[config.mk]
export PLATFORM = sky130hd
export DESIGN_NAME = lsu_controller
export DESIGN_NICKNAME = d
export VERILOG_FILES = /design/src/rtl/lsu_controller.sv
export SDC_FILE = /design/constraint.sdc
export NUM_CORES = 1
export LEC_CHECK = 0
export CORE_MARGIN = 1
export CORE_UTILIZATION = 49
export CTS_BUF_LIST = sky130_fd_sc_hd__clkbuf_8
export CTS_CLUSTER_DIAMETER = 150
export DETAILED_ROUTE_END_ITERATION = 10
export PLACE_DENSITY = 0.95
export SETUP_SLACK_MARGIN = 0.4
export SYNTH_ARGS = -nofsm -noshare
export SYNTH_HDL_FRONTEND = slang
export SYNTH_SLANG_ARGS = --single-unit
[constraint.sdc]
create_clock -name clk -period 4.1 [get_ports clk]
set_input_delay 0.82 -clock clk [delete_from_list [all_inputs] [get_ports clk]]
set_output_delay 0.82 -clock clk [all_outputs]
set_load 0.01 [all_outputs]
[src/rtl/lsu_controller.sv]
// rtl/lsu_controller.sv - load/store sequencer between memory stage and data-memory port
// Checks alignment, drives word-aligned byte-enabled transactions, extends load data.
module lsu_controller #(
  parameter int ADDR_W   = 32,
  parameter int MAX_WAIT = 15
) (
  input  logic              clk,
  input  logic              rst_n,
  input  logic              req_valid,
  output logic              req_ready,
  input  logic              req_we,
  input  logic [1:0]        req_size,
  input  logic              req_unsigned,
  input  logic [ADDR_W-1:0] req_addr,
  input  logic [31:0]       req_wdata,
  output logic              busy,
  output logic              rsp_valid,
  output logic              rsp_err,
  output logic [31:0]       rsp_rdata,
  output logic              mem_req,
  output logic              mem_we,
  output logic [ADDR_W-1:0] mem_addr,
  output logic [3:0]        mem_be,
  output logic [31:0]       mem_wdata,
  input  logic              mem_ack,
  input  logic [31:0]       mem_rdata
);

  typedef enum logic [1:0] {S_IDLE, S_REQ, S_RESP} state_e;

  state_e              state_q;
  logic [7:0]          wait_q;
  logic [1:0]          size_q;
  logic [1:0]          off_q;
  logic                uns_q;
  logic                busy_q;
  logic                rsp_valid_q;
  logic                rsp_err_q;
  logic [31:0]         rsp_rdata_q;
  logic                mem_req_q;
  logic                mem_we_q;
  logic [ADDR_W-1:0]   mem_addr_q;
  logic [3:0]          mem_be_q;
  logic [31:0]         mem_wdata_q;

  logic                misaligned_d;
  logic [3:0]          be_d;
  logic [31:0]         wdata_d;
  logic [31:0]         shifted_d;
  logic [31:0]         load_d;

  always_comb begin
    misaligned_d = 1'b0;
    be_d         = 4'b1111;
    wdata_d      = req_wdata;
    case (req_size)
      2'b00: begin
        be_d    = 4'b0001 << req_addr[1:0];
        wdata_d = {4{req_wdata[7:0]}};
      end
      2'b01: begin
        misaligned_d = req_addr[0];
        be_d         = 4'b0011 << req_addr[1:0];
        wdata_d      = {2{req_wdata[15:0]}};
      end
      2'b10: misaligned_d = (req_addr[1:0] != 2'b00);
      default: misaligned_d = 1'b1;
    endcase
    // Loads always fetch the whole word; lane selection happens on the way back.
    if (!req_we) be_d = 4'b1111;
  end

  always_comb begin
    shifted_d = mem_rdata >> {off_q, 3'b000};
    case (size_q)
      2'b00:   load_d = {{24{~uns_q & shifted_d[7]}}, shifted_d[7:0]};
      2'b01:   load_d = {{16{~uns_q & shifted_d[15]}}, shifted_d[15:0]};
      default: load_d = mem_rdata;
    endcase
  end

  always_ff @(posedge clk or negedge rst_n) begin
    if (!rst_n) begin
      state_q     <= S_IDLE;
      wait_q      <= 8'd0;
      size_q      <= 2'b00;
      off_q       <= 2'b00;
      uns_q       <= 1'b0;
      busy_q      <= 1'b0;
      rsp_valid_q <= 1'b0;
      rsp_err_q   <= 1'b0;
      rsp_rdata_q <= 32'd0;
      mem_req_q   <= 1'b0;
      mem_we_q    <= 1'b0;
      mem_addr_q  <= '0;
      mem_be_q    <= 4'b0000;
      mem_wdata_q <= 32'd0;
    end else begin
      case (state_q)
        S_IDLE: begin
          rsp_valid_q <= 1'b0;
          rsp_err_q   <= 1'b0;
          rsp_rdata_q <= 32'd0;
          if (req_valid) begin
            size_q <= req_size;
            off_q  <= req_addr[1:0];
            uns_q  <= req_unsigned;
            busy_q <= 1'b1;
            if (misaligned_d) begin
              state_q     <= S_RESP;
              rsp_valid_q <= 1'b1;
              rsp_err_q   <= 1'b1;
            end else begin
              state_q     <= S_REQ;
              wait_q      <= 8'd0;
              mem_req_q   <= 1'b1;
              mem_we_q    <= req_we;
              mem_addr_q  <= {req_addr[ADDR_W-1:2], 2'b00};
              mem_be_q    <= be_d;
              mem_wdata_q <= wdata_d;
            end
          end
        end
        S_REQ: begin
          // An ack arriving on the last allowed cycle still completes normally.
          if (mem_ack || (wait_q == 8'(MAX_WAIT - 1))) begin
            state_q     <= S_RESP;
            rsp_valid_q <= 1'b1;
            rsp_err_q   <= ~mem_ack;
            rsp_rdata_q <= (mem_ack && !mem_we_q) ? load_d : 32'd0;
            mem_req_q   <= 1'b0;
            mem_we_q    <= 1'b0;
            mem_addr_q  <= '0;
            mem_be_q    <= 4'b0000;
            mem_wdata_q <= 32'd0;
          end else begin
            wait_q <= wait_q + 8'd1;
          end
        end
        S_RESP: begin
          state_q     <= S_IDLE;
          busy_q      <= 1'b0;
          rsp_valid_q <= 1'b0;
          rsp_err_q   <= 1'b0;
          rsp_rdata_q <= 32'd0;
        end
        default: state_q <= S_IDLE;
      endcase
    end
  end

  assign busy      = busy_q;
  assign req_ready = ~busy_q;
  assign rsp_valid = rsp_valid_q;
  assign rsp_err   = rsp_err_q;
  assign rsp_rdata = rsp_rdata_q;
  assign mem_req   = mem_req_q;
  assign mem_we    = mem_we_q;
  assign mem_addr  = mem_addr_q;
  assign mem_be    = mem_be_q;
  assign mem_wdata = mem_wdata_q;

endmodule

# After elaboration in Yosys (flattened, before gate mapping)
# Cells that the tools add are included.
# totals
register_bits	120
latchBits	0
ram_bits	0
rom_bits	0
in_bits	104
output_inout_bits	106
elab_cells	94
memories	0
# op_classes
addsub	1
multipliers	0
div	0
magnitude_cmp	0
n_eq_ne	10
shifts	3
n_mux	42
n_bitwise	5
n_reduce_logical	19
# ops
op	count
case mux 32 bit (2 select lines)	5
2-to-1 mux 32 bit	7
>> shifter 32 x 5 -> 16 bit	1
2-to-1 mux 8 bit	3
2-to-1 mux 4 bit	4
case mux 4 bit (2 select lines)	2
case mux 8 bit (2 select lines)	1
2-to-1 mux 1 bit	10
AND reduction 2 bit	5
case mux 1 bit (3 select lines)	3
adder 8 x 1 -> 8 bit (second input constant)	1
equality test 8 x 4 -> 1 bit (second input constant)	1
inequality test 2 bit (second input constant)	4
AND reduction 4 bit	2
nonzero test 2 bit	4
equality test 2 x 1 -> 1 bit (second input constant)	3
logical NOT 2 bit	3
2-to-1 mux 2 bit	3
case mux 1 bit (2 select lines)	3
equality test 2 bit (second input constant)	2
case mux 2 bit (2 select lines)	1
<< shifter 1 x 2 -> 4 bit (first input constant)	1
<< shifter 2 x 2 -> 4 bit (first input constant)	1
NOT 1 bit	3
other kinds (6)	7

# Depth between registers and ports, before layout
# Gate-level depths: netlist (run 1).
# logic_depth
word_depth	6
mapped_depth	9
depth_no_buf	7

# Worst setup path after synthesis (run 1)
# No wires, ideal clock.
# synth_path
path_type	input port to flip-flop
from	in req_size[1]
to	reg mem_addr_q[28], in the netlist mem_addr[28]
setup_time_ns	0.121
arrival_time_ns	2.220
required_ns	3.979
setup_slack_ns	1.759
path_stages	8
path_buffers	3
cell_sequence	buf_2 > nor2_4 > a21o_1 > a21o_1 > o211ai_2 > buf_2 > buf_6 > a22o_1
# synth_between
elab_chain_cells	4
word_cells_on_any_way	6
cone_classes	eq/ne (3); mux (1); reduce/logical (2)
# synth_rtl
element	line_no	source
start, declared	12	input logic [1:0] req_size,
equality test 2 bit, or another cell as far along	56	case (req_size)
case mux 1 bit (3 select lines) *	56	
inequality test 2 bit (no line) *	-	
AND reduction 4 bit (no line) *	-	
end signal, assigned	118	mem_addr_q <= {req_addr[ADDR_W-1:2], 2'b00};
end, declared	42	logic [ADDR_W-1:0] mem_addr_q;
# Mark *: on every way between the ends. The rest lies on a longest branch, timed or not.
# A chain may end at the register's enable or synchronous reset.

# Worst setup path in the final report (run 1)
# layout_path
from	in mem_ack
to	reg rsp_rdata_q[27], in the netlist rsp_rdata[27]
# layout_between
elab_chain_cells	4
word_cells_on_any_way	7
cone_classes	eq/ne (1); mux (3); reduce/logical (3)
# layout_rtl
element	line_no	source
start, declared	25	input logic mem_ack,
logical AND 1 bit	130	rsp_rdata_q <= (mem_ack && !mem_we_q) ? load_d : 32'd0;
2-to-1 mux 32 bit	130	
2-to-1 mux 32 bit	126	if (mem_ack || (wait_q == 8'(MAX_WAIT - 1))) begin
case mux 32 bit (2 select lines)	99	case (state_q)
end signal, assigned	130	
end, declared	39	logic [31:0] rsp_rdata_q;
# Several ways; a longest one is shown, not always the timed one. The select of a mux whose other input is x is not followed.

==> results_dict.tcl, run 1 <==
set metrics [dict create \
    outcome "completed" \
    fin_crit_sh_pct 66.28 \
    fill_cells 700 \
    final_util_pct 76.06 \
    cp-end-kind "register" \
    antenna_found_initial 0 \
    die_x_um 107.1 \
    power_mw 5.396 \
    clock_sink_count 118 \
    dieHeight_um 107.1 \
    clk_pin_slew_ns 0.07 \
    synth_compound_area_share_pct 24.75 \
    numCtsBuffers 17 \
    final_common_cell "clkdlybuf4s50_1" \
    worst_pin_slew_ns 0.8893 \
    drv_cap 0 \
    grtUsageTotal_pct 31.24 \
    cts_tree "done" \
    netlist_instances 475 \
    crit_arrival_ns 3.09 \
    path_cells "clkdlybuf4s50_1 > nand2b_1 > or4_1 > a2111oi_4 > a221o_1" \
    switching_power_mw 1.954 \
    row_count 37 \
    first_pass_iters 4 \
    crit_start "mem_ack" \
    routabilityCongestion 0.9111 \
    layout_min_cycle_time_ns 2.717 \
    cellPowerDensity_nw_per_um2 675.1 \
    layout.cell_area.non_filler_um2 7993 \
    clockBufferDepth 2 \
    hold_slack_ns 0.3913 \
    power.leakage_nw 3.504 \
    grt_pass1_vias 4997 \
    synth-xor-area-share_pct 0.1619 \
    grt_pass1_wl_mm 26.67 \
    clkPwrFrac_pct 21.0 \
    most-common-layout-cells "clkdlybuf4s50_1 (206), dfrtp_1 (118), a22o_1 (49), nand2_1 (46), o21ai_0 (42)" \
    crit_cells 5 \
    synth_edf_count 0 \
    io_buffers 207 \
    drive_above_1_share_pct 7.994 \
    die_area_um2 11460 \
    fin_setup_tns_ns 0 \
    synthFlopType "dfrtp_1" \
    setup_viol_count_final 0 \
    wl_mm 17.06 \
    synthAdderAreaFrac_pct 1.388 \
    drc 0 \
    path_buf_inv 1 \
    slew_viol_final 0 \
    reg2regPathDepth 5 \
    grt_max_degree 47 \
    criticalPathCategory "input port to register" \
    fin_nets 785 \
    hp-class "input port to asynchronous set/reset pin" \
    hpwl_mm 12.74 \
    slowest_stage "a2111oi_4" \
    max_stage_delay_ns 0.88 \
    yosys.area_share.simple_pct 7.911 \
    ys_seq_area_share_pct 54.59 \
    initial_core_util_pct 51.47 \
    relSlewSlack_pct 40.71 \
    io_pins 210 \
    fin_worst_skew_ns 0.01502 \
    vias 4979 \
    wl_per_cell_um 20.70 \
    endpoint "rsp_rdata[27]" \
    reg2reg_to "rsp_rdata[27]" \
    worst-r2r-setup-slack_ns 1.39 \
    grt_overflow_total 0 \
    synth_cell_types 46 \
    yosys_register_bits 118 \
    core-area_um2 10510 \
    p_comb_share_pct 42.8 \
    synth-async-reset-ratio_pct 100.0 \
    yosysWarnings 0 \
    antenna_left 0 \
    hold_buffers 0 \
    synth.avg_cell_area_um2 11.39 \
    muxShareOfSynthArea_pct 7.356 \
    crit_family "compound AO/OA/AOI/OAI gates" \
    synth_top_family_by_area "compound AO/OA/AOI/OAI gates" \
    swShare_pct 36.21 \
    cts_max_level 4 \
    hold_violations 0 \
    cp-start-kind "input port" \
    rsz0062_at_grt "no" \
    placed_cell_area_um2 7567 \
    ir_worst_vdd_mv 0.4112 \
    post-cts-setup-buffers 0 \
    drt-initial-drc-count 343 \
    cts_resized 0 \
    r2r_start "off_q[0]" \
    clock_latency_ns 0.44 \
    fmax_ghz 0.3680 \
    power.internal_mw 3.442 \
    critPathMaxFanout 16 \
    area_growth_pct 47.77 \
    viasPerCell 6.042 \
    root_buffer "clkbuf_8" \
    netlist_area_um2 5409 \
    seq_power_share_pct 36.2 \
    diodes 0 \
    required_ns 4.47 \
]
## worst min-delay path by stage
stage,end,cells past startpoint,slack [ns],from
after global placement,rsp_rdata[2],2,0.45,rsp_rdata[2]
after floorplan,rsp_rdata[0],2,0.51,rsp_rdata[0]
after global routing,mem_be[3],1,0.42,rst_n
final,mem_be[1],1,0.39,rst_n
after CTS,rsp_rdata[1],1,0.39,rst_n
after detailed placement,rsp_rdata[3],2,0.46,rsp_rdata[3]
## synth_stat cells, drive strengths merged (2+ instances only)
master   instances  area share (%)
a21oi           21             1.9
or3              3            0.35
nand2           46             3.2
nand3            2            0.19
o221ai           7             1.1
a22oi            7            0.97
and2             2            0.23
mux2i           33             6.1
mux2             4            0.83
dfrtp          118              55
buf             20             2.0
nor2            15             1.2
o21ai           42             3.9
o2bb2ai         18             2.9
a21o             5            0.69
nor2b            5            0.58
a221o           16             3.0
clkbuf          17             1.2
nand2b           6            0.69
or4              3            0.42
a22o            49             7.9
inv              9            0.62
o211ai           3            0.51
nand4            2            0.23
ha               6             1.4
nor4             2            0.35
## metrics by stage
stage / cells / setup WS, ns
global placement: 792 / 1.015
finish: 824 / 1.383
floorplan: 476 / 1.759
CTS: 824 / 1.420
global route: 824 / 1.140
detailed placement: 792 / 0.9532
## power by group through the flow
stage                     combinational [mW]  clock, mW  sequential [mW]
after CTS                               2.31       1.14             1.95
after global placement                  2.23          0             1.94
final                                   2.31       1.13             1.95
after detailed placement                2.31          0             1.95
after floorplan                         1.03          0             2.00
after global routing                    2.47       1.20             2.00
## kinds of logic (layout without fill, tap and decap cells)
family | Yosys count | count (layout)
xor gates and xnor gates | 1 | 1
AOI/OAI and AO/OA | 176 | 176
other | 1 | 2
buffers and inverters | 46 | 258
DFF | 118 | 118
muxes | 38 | 38
and+or+nand+nor | 89 | 89
adders and majority gates | 6 | 6
## flip-flops by register name (all words and copies together), names as in the netlist
signal     cells
size_q         2
mem_be         4
busy           1
rsp_valid      1
rsp_err        1
mem_we         1
rsp_rdata     32
state_q        2
uns_q          1
wait_q         8
mem_req        1
off_q          2
mem_wdata     32
mem_addr      30
## layout make-up
type,count,area [um2],area share [%]
Clock inverter,12,150.1,1.879
Clock buffer,20,275.3,3.444
Multi-Input combinational cell,312,2266,28.35
Tap cell,136,170.2,2.129
Inverter,9,33.78,0.4227
Timing Repair Buffer,217,2145,26.83
Sequential cell,118,2953,36.94
## routing by layer
metal / global-route usage [%] / part of all wire [%] / vias up
li1: - / - / 2180
met1: 36.79 / 38 / 2473
met2: 51.24 / 49 / 278
met3: 9.848 / 9.0 / 48
met4: 16.14 / 3.8 / 0
met5: 0 / 0 / -
(Power assumes the default switching activity.)
==> run 2, diff against run 1 <==
CORE_UTILIZATION = 45   (was 49)
PLACE_DENSITY = 0.91   (was 0.95)
clock period = 2.5 ns   (was 4.1 ns; I/O delays follow)
==> run 2 against run 1 <==
  * The flow now finishes with violations (design-rule violations)
  * First-iteration DRC count up 25%
  * Flip-flop and latch count unchanged
  * Design area rose by 5.9%
  * Hold slack lost 0.34 ns
  * Global-route usage shrank 2.4 points
  * Worst setup slack worse by 1.0 ns
  * Combinational power up 90%
  * Largest cell class unchanged
==> results_dict.tcl, run 2 (same netlist as run 1, synthesis figures left out) <==
set metrics [dict create \
    hp-class "input port to asynchronous set/reset pin" \
    criticalPathCategory "register to register" \
    wl_per_cell_um 21.03 \
    io_pins 210 \
    routabilityCongestion 0.9118 \
    die_x_um 111.6 \
    drv_cap 0 \
    reg2reg_to "rsp_rdata[20]" \
    viasPerCell 5.976 \
    worst_pin_slew_ns 0.7342 \
    drive_above_1_share_pct 13.81 \
    outcome "finished, violations left" \
    grt_max_degree 50 \
    grtUsageTotal_pct 28.86 \
    rsz0062_at_grt "yes" \
    relSlewSlack_pct 51.05 \
    area_growth_pct 56.53 \
    antenna_left 0 \
    fin_setup_tns_ns 0 \
    slew_viol_final 0 \
    row_count 39 \
    die_area_um2 12460 \
    fin_nets 815 \
    final_common_cell "clkdlybuf4s50_1" \
    initial_core_util_pct 46.77 \
    endpoint "rsp_rdata[20]" \
    fmax_ghz 0.4618 \
    first_pass_iters 8 \
    vias 5139 \
    antenna_found_initial 0 \
    fill_cells 775 \
    crit_start "wait_q[0]" \
    cp-end-kind "register" \
    layout_min_cycle_time_ns 2.165 \
    worst-r2r-setup-slack_ns 0.33 \
    crit_arrival_ns 2.48 \
    cellPowerDensity_nw_per_um2 1116 \
    cp-start-kind "register" \
    power.leakage_nw 3.726 \
    violations "design-rule violations" \
    drc 17 \
    fin_worst_skew_ns 0.01176 \
    clk_pin_slew_ns 0.07 \
    required_ns 2.81 \
    hold_slack_ns 0.05385 \
    critPathMaxFanout 8 \
    hpwl_mm 12.53 \
    drt-initial-drc-count 430 \
    clockBufferDepth 2 \
    hold_violations 0 \
    wl_mm 18.08 \
    clock_latency_ns 0.44 \
    grt_overflow_total 0 \
    cts_tree "done" \
    reg2regPathDepth 8 \
    diodes 0 \
    setup_viol_count_final 0 \
    r2r_start "wait_q[0]" \
    fin_crit_sh_pct 86.61 \
    dieHeight_um 111.6 \
    numCtsBuffers 17 \
    grt_pass1_vias 5048 \
    root_buffer "clkbuf_8" \
    most-common-layout-cells "clkdlybuf4s50_1 (206), dfrtp_1 (117), a22o_1 (49), nand2_1 (46), mux2i_1 (33)" \
    io_buffers 207 \
    ir_worst_vdd_mv 0.6119 \
    core-area_um2 11560 \
    grt_pass1_wl_mm 27.43 \
    cts_max_level 4 \
    clock_sink_count 118 \
]
[run 2: cell count changes in the layout (fill, tap and decap cells not counted), moves of 2 or more]
cell / previous run / this run
a21oi_1: 21 / 14
ha_1: 6 / 4
buf_12: 0 / 7
o21ai_0: 42 / 30
a21oi_2: 0 / 7
buf_4: 11 / 24
clkbuf_16: 0 / 2
clkinvlp_4: 3 / 0
o21ai_1: 0 / 11
buf_6: 0 / 7
[run 2: critical path: stages, from the launching register on]
cell and delay [ns]:
dfrtp_1 0.38, inv_1 0.06, ha_1 0.14, or4b_4 0.48
o31ai_4 0.25, buf_6 0.15, nand2b_4 0.10, clkbuf_16 0.18
a221o_1 0.30
[run 2: timing repair]
action,CTS,global route
gates cloned,0,4
buffers inserted,4,4
hold buffers,0,0
pin swaps,2,5
resized for setup,3,38
endpoints found under the setup margin,86,107
[run 2: routing by layer]
layer,routed length [um],up-vias,global-route usage (%)
li1,-,2242,-
met1,6796,2507,33.33
met2,8883,325,48.57
met3,1689,65,8.982
met4,713,0,14.32
met5,0,-,0
[run 2: report_power, final]
| group | switching [mW] | internal, mW |
|---|---|---|
| registers | 0.539 | 2.59 |
| logic | 2.07 | 2.33 |
| clock network | 0.768 | 1.15 |
[run 2: worst min-delay path by stage]
stage                      start  slack, ns  cells after the start             to
CTS                        rst_n       0.05                      1  rsp_rdata[15]
global placement    rsp_rdata[1]       0.45                      2   rsp_rdata[1]
floorplan                  rst_n       0.20                      0           busy
global route               rst_n       0.09                      1  rsp_rdata[31]
finish                     rst_n       0.05                      1  rsp_rdata[31]
detailed placement  rsp_rdata[2]       0.46                      2   rsp_rdata[2]
[run 2: through the flow]
stage               util [%]  total power, mW  cells  setup WS, ns  instance area (um2)
detailed placement     67.24            7.202    817       -0.1304                 7776
global placement       67.24            7.058    817      -0.01210                 7776
floorplan                  -            4.998    476        0.4067                 5424
global route           73.21            9.904    860        0.2721                 8467
finish                 73.21            9.451    860        0.3347                 8467
CTS                    71.47            9.179    852        0.3559                 8265
[run 2: layout make-up]
type | instances | area [um2] | area share, %
inverters | 9 | 33.78 | 0.3990
repair buffers | 246 | 2511 | 29.66
multi-input cells | 313 | 2357 | 27.84
flip-flops and latches | 118 | 2954 | 34.89
clock inverters | 11 | 156.4 | 1.847
clock buffers | 20 | 275.3 | 3.251
well taps | 143 | 178.9 | 2.113
